$ cat src/rtl/seg7_pkg.sv
// ============================================================================
// Module      : seg7_pkg
// Description : Shared types, segment table and helpers for the 3-digit
//               multiplexed seven-segment display with binary-to-BCD front end.
// Revision    : 1.0 - initial release
// ============================================================================
`default_nettype none

package seg7_pkg;

  typedef enum logic [1:0] {
    ST_IDLE  = 2'd0,
    ST_SHIFT = 2'd1,
    ST_DONE  = 2'd2
  } conv_state_e;

  typedef enum logic [1:0] {
    DIG_UNITS    = 2'd0,
    DIG_TENS     = 2'd1,
    DIG_HUNDREDS = 2'd2
  } digit_e;

  // Active-low {g,f,e,d,c,b,a} codes for decimal digits 0..9.
  localparam logic [6:0] SEG_TABLE [10] = '{
    7'b1000000, 7'b1111001, 7'b0100100, 7'b0110000, 7'b0011001,
    7'b0010010, 7'b0000010, 7'b1111000, 7'b0000000, 7'b0010000
  };

  localparam logic [6:0] SEG_BLANK = 7'b1111111;

  function automatic int scan_div(input int clk_hz, input int scan_hz);
    return clk_hz / scan_hz;
  endfunction

  function automatic logic [6:0] seg_code(input logic [3:0] nib);
    logic [6:0] code;
    code = SEG_BLANK;
    if (nib <= 4'd9) code = SEG_TABLE[nib];
    return code;
  endfunction

  // Double-dabble correction applied to every BCD nibble before a shift.
  function automatic logic [11:0] bcd_add3(input logic [11:0] v);
    logic [11:0] r;
    r = v;
    for (int i = 0; i < 3; i++) begin
      if (v[i*4 +: 4] >= 4'd5) r[i*4 +: 4] = v[i*4 +: 4] + 4'd3;
    end
    return r;
  endfunction

endpackage

`default_nettype wire

$ cat src/rtl/bin2bcd_seq.sv
// ============================================================================
// Module      : bin2bcd_seq
// Description : Sequential 8-bit binary to 3-digit BCD converter, one bit per
//               clock, MSB first; result register changes only on completion.
// Revision    : 1.0 - initial release
// ============================================================================
`default_nettype none

module bin2bcd_seq
  import seg7_pkg::*;
(
  input  logic        clk,
  input  logic        reset,
  input  logic        start,
  input  logic [7:0]  bin,
  output logic [11:0] bcd,
  output logic        done,
  output logic        busy
);

  conv_state_e state_q, state_d;
  logic [7:0]  shift_q, shift_d;
  logic [11:0] work_q, work_d;
  logic [11:0] bcd_q, bcd_d;
  logic [2:0]  cnt_q, cnt_d;
  logic        done_q, done_d;
  logic [11:0] adj;

  always_ff @(posedge clk or negedge reset) begin
    if (!reset) begin
      state_q <= ST_IDLE;
      shift_q <= '0;
      work_q  <= '0;
      bcd_q   <= '0;
      cnt_q   <= '0;
      done_q  <= 1'b0;
    end else begin
      state_q <= state_d;
      shift_q <= shift_d;
      work_q  <= work_d;
      bcd_q   <= bcd_d;
      cnt_q   <= cnt_d;
      done_q  <= done_d;
    end
  end

  always_comb begin
    state_d = state_q;
    shift_d = shift_q;
    work_d  = work_q;
    bcd_d   = bcd_q;
    cnt_d   = cnt_q;
    done_d  = 1'b0;
    adj     = bcd_add3(work_q);
    case (state_q)
      ST_IDLE: begin
        if (start) begin
          shift_d = bin;
          work_d  = '0;
          cnt_d   = '0;
          state_d = ST_SHIFT;
        end
      end
      ST_SHIFT: begin
        work_d  = {adj[10:0], shift_q[7]};
        shift_d = {shift_q[6:0], 1'b0};
        cnt_d   = cnt_q + 3'd1;
        if (cnt_q == 3'd7) state_d = ST_DONE;
      end
      ST_DONE: begin
        bcd_d   = work_q;
        done_d  = 1'b1;
        state_d = ST_IDLE;
      end
      default: state_d = ST_IDLE;
    endcase
  end

  assign bcd  = bcd_q;
  assign done = done_q;
  assign busy = (state_q != ST_IDLE);

endmodule

`default_nettype wire

$ cat src/rtl/seg7_scan_display.sv
// ============================================================================
// Module      : seg7_scan_display
// Description : Converts an 8-bit count to BCD and scans it onto a 3-digit
//               active-low seven-segment display with leading-zero blanking.
// Revision    : 1.0 - initial release
// ============================================================================
`default_nettype none

module seg7_scan_display
  import seg7_pkg::*;
#(
  parameter int CLK_HZ  = 50000000,
  parameter int SCAN_HZ = 1000
) (
  input  logic       clk,
  input  logic       reset,
  input  logic [7:0] q,
  output logic [6:0] seg,
  output logic [2:0] an,
  output logic       busy
);

  localparam int              SCAN_DIV = scan_div(CLK_HZ, SCAN_HZ);
  localparam int              PRE_W    = $clog2(SCAN_DIV);
  localparam logic [PRE_W-1:0] PRE_MAX = PRE_W'(SCAN_DIV - 1);

  logic [7:0]       last_q_q, last_q_d;
  logic [11:0]      disp_q, disp_d;
  logic [PRE_W-1:0] pre_q, pre_d;
  digit_e           digit_q, digit_d;
  logic [6:0]       seg_q, seg_d;
  logic [2:0]       an_q, an_d;
  logic             conv_start, conv_done, conv_busy;
  logic [11:0]      conv_bcd;
  logic [3:0]       h, t, u;

  assign conv_start = (q != last_q_q) && !conv_busy;

  bin2bcd_seq u_bin2bcd (
    .clk   (clk),
    .reset (reset),
    .start (conv_start),
    .bin   (q),
    .bcd   (conv_bcd),
    .done  (conv_done),
    .busy  (conv_busy)
  );

  always_ff @(posedge clk or negedge reset) begin
    if (!reset) begin
      last_q_q <= '0;
      disp_q   <= '0;
      pre_q    <= '0;
      digit_q  <= DIG_UNITS;
      seg_q    <= SEG_BLANK;
      an_q     <= 3'b111;
    end else begin
      last_q_q <= last_q_d;
      disp_q   <= disp_d;
      pre_q    <= pre_d;
      digit_q  <= digit_d;
      seg_q    <= seg_d;
      an_q     <= an_d;
    end
  end

  // seg/an are built from next-state values so both change on one edge.
  always_comb begin
    last_q_d = conv_start ? q : last_q_q;
    disp_d   = conv_done ? conv_bcd : disp_q;
    pre_d    = (pre_q == PRE_MAX) ? '0 : pre_q + PRE_W'(1);
    digit_d  = digit_q;
    if (pre_q == PRE_MAX) begin
      case (digit_q)
        DIG_UNITS: digit_d = DIG_TENS;
        DIG_TENS:  digit_d = DIG_HUNDREDS;
        default:   digit_d = DIG_UNITS;
      endcase
    end
    h     = disp_d[11:8];
    t     = disp_d[7:4];
    u     = disp_d[3:0];
    an_d  = 3'b111;
    seg_d = SEG_BLANK;
    case (digit_d)
      DIG_UNITS: begin
        an_d  = 3'b110;
        seg_d = seg_code(u);
      end
      DIG_TENS: begin
        an_d  = 3'b101;
        seg_d = (h == 4'd0 && t == 4'd0) ? SEG_BLANK : seg_code(t);
      end
      DIG_HUNDREDS: begin
        an_d  = 3'b011;
        seg_d = (h == 4'd0) ? SEG_BLANK : seg_code(h);
      end
      default: begin
        an_d  = 3'b111;
        seg_d = SEG_BLANK;
      end
    endcase
  end

  assign seg  = seg_q;
  assign an   = an_q;
  assign busy = conv_busy;

endmodule

`default_nettype wire
$ cat config.mk
export PLATFORM = sky130hd
export DESIGN_NAME = seg7_scan_display
export DESIGN_NICKNAME = d
export VERILOG_FILES = /design/src/rtl/seg7_pkg.sv /design/src/rtl/bin2bcd_seq.sv /design/src/rtl/seg7_scan_display.sv
export SDC_FILE = /design/constraint.sdc
export NUM_CORES = 1
export LEC_CHECK = 0
export ABC_AREA = 1
export CAP_MARGIN = 10
export CORE_UTILIZATION = 55
export CTS_CLUSTER_DIAMETER = 30
export CTS_CLUSTER_SIZE = 12
export DETAILED_ROUTE_END_ITERATION = 10
export MAX_ROUTING_LAYER = met4
export PLACE_DENSITY = 0.82
export REMOVE_ABC_BUFFERS = 1
export SLEW_MARGIN = 10
export SYNTH_ARGS = -nofsm -noshare
export SYNTH_HDL_FRONTEND = slang
export SYNTH_HIERARCHICAL = 1
export SYNTH_SLANG_ARGS = --single-unit
$ cat constraint.sdc
create_clock -name clk -period 1.81 [get_ports clk]
set_clock_uncertainty 0.1 [all_clocks]
set_input_delay 0.362 -clock clk [delete_from_list [all_inputs] [get_ports clk]]
set_output_delay 0.362 -clock clk [all_outputs]
set_load 0.01 [all_outputs]
* After elaboration in Yosys (flattened, before gate mapping)
Memory sizes are Yosys's and may differ from the RTL's. Index checks and enable logic that the tools add are counted.
Storage, ports and cells: register bits 86, latch bits 0, RAM bits 0, ROM bits 336, bits of input ports 10, output and inout port bits 11, logic and storage cells 84, memories kept 3
Cells by class: $add $sub $neg 5, $mul 0, divide/modulo/power cells 0, magnitude comparators 9, eq/ne operators 10, shift operators 0, mux-type cells 30, bitwise operators 3, reductions and logical operators 12
Memories:
- (no name shown) | depth 16, width 7, rd ports 1, clocked after Yosys merged registers in 0, write ports 0, line seg7_pkg.sv:38 | if (nib <= 4'd9) code = SEG_TABLE[nib];
- (no name shown) | depth 16, width 7, rd ports 1, clocked after Yosys merged registers in 0, write ports 0, line seg7_pkg.sv:38
- (no name shown) | depth 16, width 7, rd ports 1, clocked after Yosys merged registers in 0, write ports 0, line seg7_pkg.sv:38
Operators by type and width (count):
- 2-to-1 mux 7 bit | 11
- 2-to-1 mux 12 bit | 2
- one-hot mux 12 bit (2 select lines) | 1
- one-hot mux 7 bit (3 select lines) | 1
- adder 16 x 1 -> 16 bit (second input constant) | 1
- equality test 16 bit (second input constant) | 1
- 2-to-1 mux 16 bit | 1
- one-hot mux 8 bit (2 select lines) | 1
- >= comparator 5 bit (second input constant) | 3
- inverter 4 -> 5 bit | 3
- >= comparator 4 x 3 -> 1 bit (second input constant) | 3
- less-or-equal comparator 4 bit (second input constant) | 3
- one-hot mux 3 bit (3 select lines) | 1
- adder 4 x 2 -> 4 bit (second input constant) | 2
- logical NOT 4 bit | 2
- 2-to-1 mux 4 bit | 2
- 2-to-1 mux 8 bit | 1
- != test 8 bit | 1
- one-hot mux 2 bit (2 select lines) | 2
- equality test 2 x 1 -> 1 bit (second input constant) | 3
- logical NOT 2 bit | 3
- 2-to-1 mux 2 bit | 3
- 2-to-1 mux 3 bit | 2
- one-hot mux 3 bit (2 select lines) | 1
- 11 further kinds | 15

* Depth between registers and ports, before layout
depth after elaboration 8, gate-level depth with buffers 13, gate-level depth less buffers 11

* Hierarchy
Netlist, hierarchy kept.
Modules (own cells, without submodules):
- seg7_scan_display | instances 1, cells each 386, area an instance 3044.2 sq um, seq. area each 1213.7 sq um
- bin2bcd_seq | instances 1, cells each 206, area an instance 1790.5 sq um, seq. area each 950.9 sq um

* Worst setup path after synthesis
Ideal clock, no wire load.
path type reg-to-reg, from register u_bin2bcd.done_q, in the netlist u_bin2bcd/done, to register seg_q[3], in the netlist seg[3], library setup time 0.086 ns, arrival time 1.743 ns, required time 1.624 ns, path slack -0.119 ns, stages on the path, launching flop included 11, path buffers 2, period minus slack after synthesis 1.929 ns, cell sequence dfrtp_1 > buf_6 > buf_4 > o21ai_1 > inv_1 > ha_1 > nand3b_1 > nand3_1 > nand3_1 > o21ai_0 > nand3_1
On the way: longest elaborated chain between the ends 8, elaborated cells on any way between the ends 25, classes of those cells 3 x order compare; 13 x mux; 3 x bitwise; 3 x reduce/logical; 3 x memory
RTL lines:
- start: declaration | line bin2bcd_seq.sv:26 | logic done_q, done_d;
- start signal: assignment | line bin2bcd_seq.sv:43 | done_q <= done_d;
- 2-to-1 mux 12 bit * | line seg7_scan_display.sv:70 | disp_d = conv_done ? conv_bcd : disp_q;
- via disp_d[8] | line seg7_scan_display.sv:28 | logic [11:0] disp_q, disp_d;
- inverter 4 -> 5 bit (implied by the code) | line seg7_pkg.sv:38
- memory (16 x 7 bit)
- 2-to-1 mux 7 bit (implied by the code) (2 in series) | line seg7_pkg.sv:38
- 2-to-1 mux 7 bit | line seg7_pkg.sv:38
- 2-to-1 mux 7 bit | line seg7_scan_display.sv:96 | seg_d = (h == 4'd0) ? SEG_BLANK : seg_code(h);
- one-hot mux 7 bit (3 select lines) * | line seg7_scan_display.sv:85 | case (digit_d)
- via seg_d[3] | line seg7_scan_display.sv:31 | logic [6:0] seg_q, seg_d;
- end signal: assignment | line seg7_scan_display.sv:62 | seg_q <= seg_d;
- end: declaration | line seg7_scan_display.sv:31
Mark *: on every way through the listed nets, which the timed path passes. The rest lies on a longest branch. The select of a mux whose other input is x is not followed. A chain may end at the register's enable or synchronous reset.

* Final worst setup path
from register u_bin2bcd.done_q, in the netlist u_bin2bcd/done, to register seg_q[4], in the netlist seg[4]
On the way: elaborated cells on any way between the ends 25, classes of those cells 3 x order compare; 13 x mux; 3 x bitwise; 3 x reduce/logical; 3 x memory
RTL lines (line):
- 2-to-1 mux 12 bit * | seg7_scan_display.sv:70
- via disp_d[0] | seg7_scan_display.sv:28
- inverter 4 -> 5 bit (implied by the code) | seg7_pkg.sv:38
- memory (16 x 7 bit)
- 2-to-1 mux 7 bit (implied by the code) (2 in series) | seg7_pkg.sv:38
- 2-to-1 mux 7 bit * | seg7_pkg.sv:38
- one-hot mux 7 bit (3 select lines) * | seg7_scan_display.sv:85
- via seg_d[4] | seg7_scan_display.sv:31
Marked as above.

==> metrics list <==
- Detailed routing placed a total of 5260 microns of wire on met2.
- Summed over all failing endpoints, the final setup total negative slack is -0.258 ns.
- TritonCTS Buffers: 9
- Overall die area: 9170 sq um
- Summing all placed instances gives a cell area of 5340 sq um.
- Summed over all nets, wire length on met3 after detailed routing comes to 376 microns.
- For this block, wires on met1 add up to 4270 microns.
* Non-Filler Instances: 764
- Fraction of final layout cells sized beyond drive strength 1: 0.219
* Detailed placer's ending HPWL: 7000 microns
- Number of vias in the routed layout: 4122
- The worst setup path is of the reg -> reg kind.
- The endpoint identified for the worst register-to-register timing path is seg[4]$_DFF_PN1_.
- Launch point of the worst reg-to-reg path: u_bin2bcd/done$_DFF_PN0_
* Detail-routed net length per standard cell: 13.3 microns
- Global-route wire length before repair: 16800 microns
- Number of cells on the worst reg-to-reg path: 11
- Transition time at the pin with the least slew margin: 0.362 ns
* #FFs+latches synth: 86
- Data required time of the worst path: 2.02 ns
- The area growth from synthesis to layout is 18.9%.
- Yosys mapped the design onto 37 distinct sky130hd cell types.
- Averaged over all synthesized cells, the footprint is 8.17 sq um.
- Of the synthesized area, sequential elements account for 0.448.
* Fraction of the core area covered by cells at the end of the flow: 0.689
- CTS tree: yes
* Initial core utilization: 0.580
- The mapped netlist covers 4830 sq um.
- GPL Wtd Cong: 0.872
- Status: finished, violations left
- No sink is reached through more buffers than the 2 on the longest clock path.
* Switching part of the total: 0.432
- Clk sink count: 86
- The internal power of the cells totals 4.90 mW.
* Core Area: 8340 sq um
- Yosys warning total: 6
* Deepest level of the CTS H-tree: 3
- Net switching power of the design: 3.73 mW
* Static leakage power: 2.93 nW
- Power per standard cell area: 1500 nW/um^2
* Count of mapped cells out of synthesis: 592
- The first detailed-routing pass took 5 iterations.
* Post-DRT Antenna Nets: 0
* Failing checks: negative setup slack
* Clock-pin slew on the worst setup and hold paths: 0.09 ns
* Logic gate share of total power: 0.517
* Final count of negative-setup-slack endpoints: 6
- Of all nets on the critical path, the largest fanout is 7.
- FP Rows: 33
- Counting instances, the worst hold path has a depth of 3.
* Endpoint with the worst hold slack: last_q_q[6]$_DFFE_PN0P_
* Max Used Layer: met4
- 0 antenna diodes ended up in the layout.
- In this run the register-to-register setup slack is -0.07 ns.
- Measured against its own limit, the worst slew margin works out to 0.758.
- HP Class: in -> reg
* Initial antenna violation count: 0
* Die X: 95.8 microns
- STA classifies the critical path endpoint as a register.
- DRC: 0
* Root Buffer: clkbuf_8
- During placement, the flow inserted port buffers numbering 20.
- Once routing completed, OpenROAD measured the worst setup slack at -0.0699 ns.
- The number of placed instances, taps included, is 741.
* Clock group share of total power: 0.143
- Count of final hold-check violations: 0
- Worst IR Drop VDD: 0.000798 V
- Setup repair after global routing could not meet its margin everywhere.
* Aggregate global routing overflow: 0
- The tool flagged a number of max-cap violations equal to 0.
- Clock latency reported for the late side of the worst-skew pair: 0.36 ns
- After detailed routing, the number of vias per cell comes to 5.40.
- Overall power consumption after layout is estimated at 8.63 mW.
- Post-route cell area: 5750 sq um
* Vertical extent of the die: 95.8 microns
- In this run the most critical hold path is launched from q[6].
* Kind of start point of the critical path: register
* GR Util All Layers: 0.241
* Post-layout nets: 688
- The max-slew violation count was 0.
- Initial DRC count: 252
- Leading cell types in the layout, fill and taps excluded: 154 x nand2_1, 75 x dfrtp_1, 65 x nand3_1
- The library cell used most frequently in the layout, excluding fill and tap cells, is nand2_1.
- The via count of the first global-routing pass was 3963.
* Highest attainable clock frequency: 0.532 GHz
- Part of the total power dissipated in sequential elements: 0.339
- Final Critical Period: 1.88 ns
- Period utilisation layout: 1.04
- Data on the critical path arrives at its endpoint at 2.09 ns.
* I/O Pins: 21
- Final-layout fill cell count: 617
* Pin count of the biggest net entering global routing: 42
- Total wire length after detailed routing: 10200 microns
## cell families after synthesis
logic type               synth area share
buffers and inverters              0.0820
AO/OA/AOI/OAI                      0.0756
XOR/XNOR                           0.0272
adder cells (fa/ha/maj)            0.0621
flip-flops                          0.448
AND/OR/NAND/NOR                     0.305
## final cells by class
type	count	area, sq um	share of cell area
multi-input cells	420	2430	0.424
well taps	105	131	0.0229
clock buffers	11	141	0.0246
clock inverters	5	35.0	0.00610
flip-flops and latches	86	2170	0.377
inverters	75	294	0.0512
repair buffers	62	544	0.0947
## repair_timing
action,4_1_cts,5_1_grt
gates resized for setup,37,31
buffers inserted,4,2
endpoints found under the hold margin,10,0
setup endpoints to repair,18,24
pin swaps,13,11
hold buffers,1,0
cloned,0,0
## synthesized netlist by cell type, drive strengths merged
master,number,share of area
dfstp,10,0.054
o21bai,2,0.0031
clkbuf,1,0.0010
a22o,2,0.0036
xnor2,1,0.0018
ha,24,0.062
nor3,2,0.0021
o21ai,55,0.064
dfrtp,76,0.39
or2,1,0.0013
a211oi,1,0.0016
nor3b,1,0.0016
inv,75,0.059
nor2,45,0.040
a31oi,1,0.0013
nand3,78,0.087
buf,10,0.022
nand2,179,0.16
nand4,10,0.013
a21oi,2,0.0021
xor2,14,0.025
nand3b,2,0.0031
## power groups by stage
stage	Combinational [mW]	Clock [mW]	Sequential (mW)
finish	4.47	1.24	2.93
global route	5.00	1.35	3.00
CTS	4.12	1.25	2.92
detailed placement	3.92	0	2.94
global placement	3.70	0	2.91
floorplan	2.71	0	2.87
## per-stage QoR
stage               hold WS [ns]  setup WS (ns)
CTS                        0.315       -0.00475
detailed placement         0.165         -0.285
floorplan                -0.0336         -0.115
global placement           0.162         -0.180
finish                     0.277        -0.0699
global route               0.312         -0.218
## per-layer routing
layer | GRT usage | vias to the layer above
li1 | - | 2022
met1 | 0.282 | 1955
met2 | 0.413 | 118
met3 | 0.0308 | 27
met4 | 0.117 | 0
met5 | - | -
## worst max-delay path by stage
stage	from	to	depth (start not counted)
after CTS	u_bin2bcd/done$_DFF_PN0_	seg[4]$_DFF_PN1_	11
after global placement	q[1]	u_bin2bcd/work_q[8]$_DFFE_PN0P_	10
after detailed placement	q[7]	u_bin2bcd/shift_q[1]$_DFFE_PN0P_	10
after global routing	u_bin2bcd/done$_DFF_PN0_	seg[6]$_DFF_PN1_	12
final	u_bin2bcd/done$_DFF_PN0_	seg[4]$_DFF_PN1_	11
after floorplan	u_bin2bcd/done$_DFF_PN0_	seg[3]$_DFF_PN1_	10
## flip-flops by register name (all words and copies together), names as in the netlist
register,count
an,3
disp_q,12
u_bin2bcd/done,1
u_bin2bcd/state_q,2
seg,7
u_bin2bcd/work_q,12
u_bin2bcd/shift_q,8
last_q_q,8
pre_q,16
digit_q,2
u_bin2bcd/cnt_q,3
u_bin2bcd/bcd,12
## critical path, cell delays in order, from the launching register on
cell      delay (ns)
dfrtp_2         0.47
buf_12          0.16
inv_8           0.06
nand2_1         0.07
nand2_2         0.12
inv_2           0.08
buf_4           0.14
ha_1            0.21
nand3b_1        0.16
nand3_1         0.10
nand3_2         0.08
nand3_2         0.08
(Power assumes the default switching activity.)
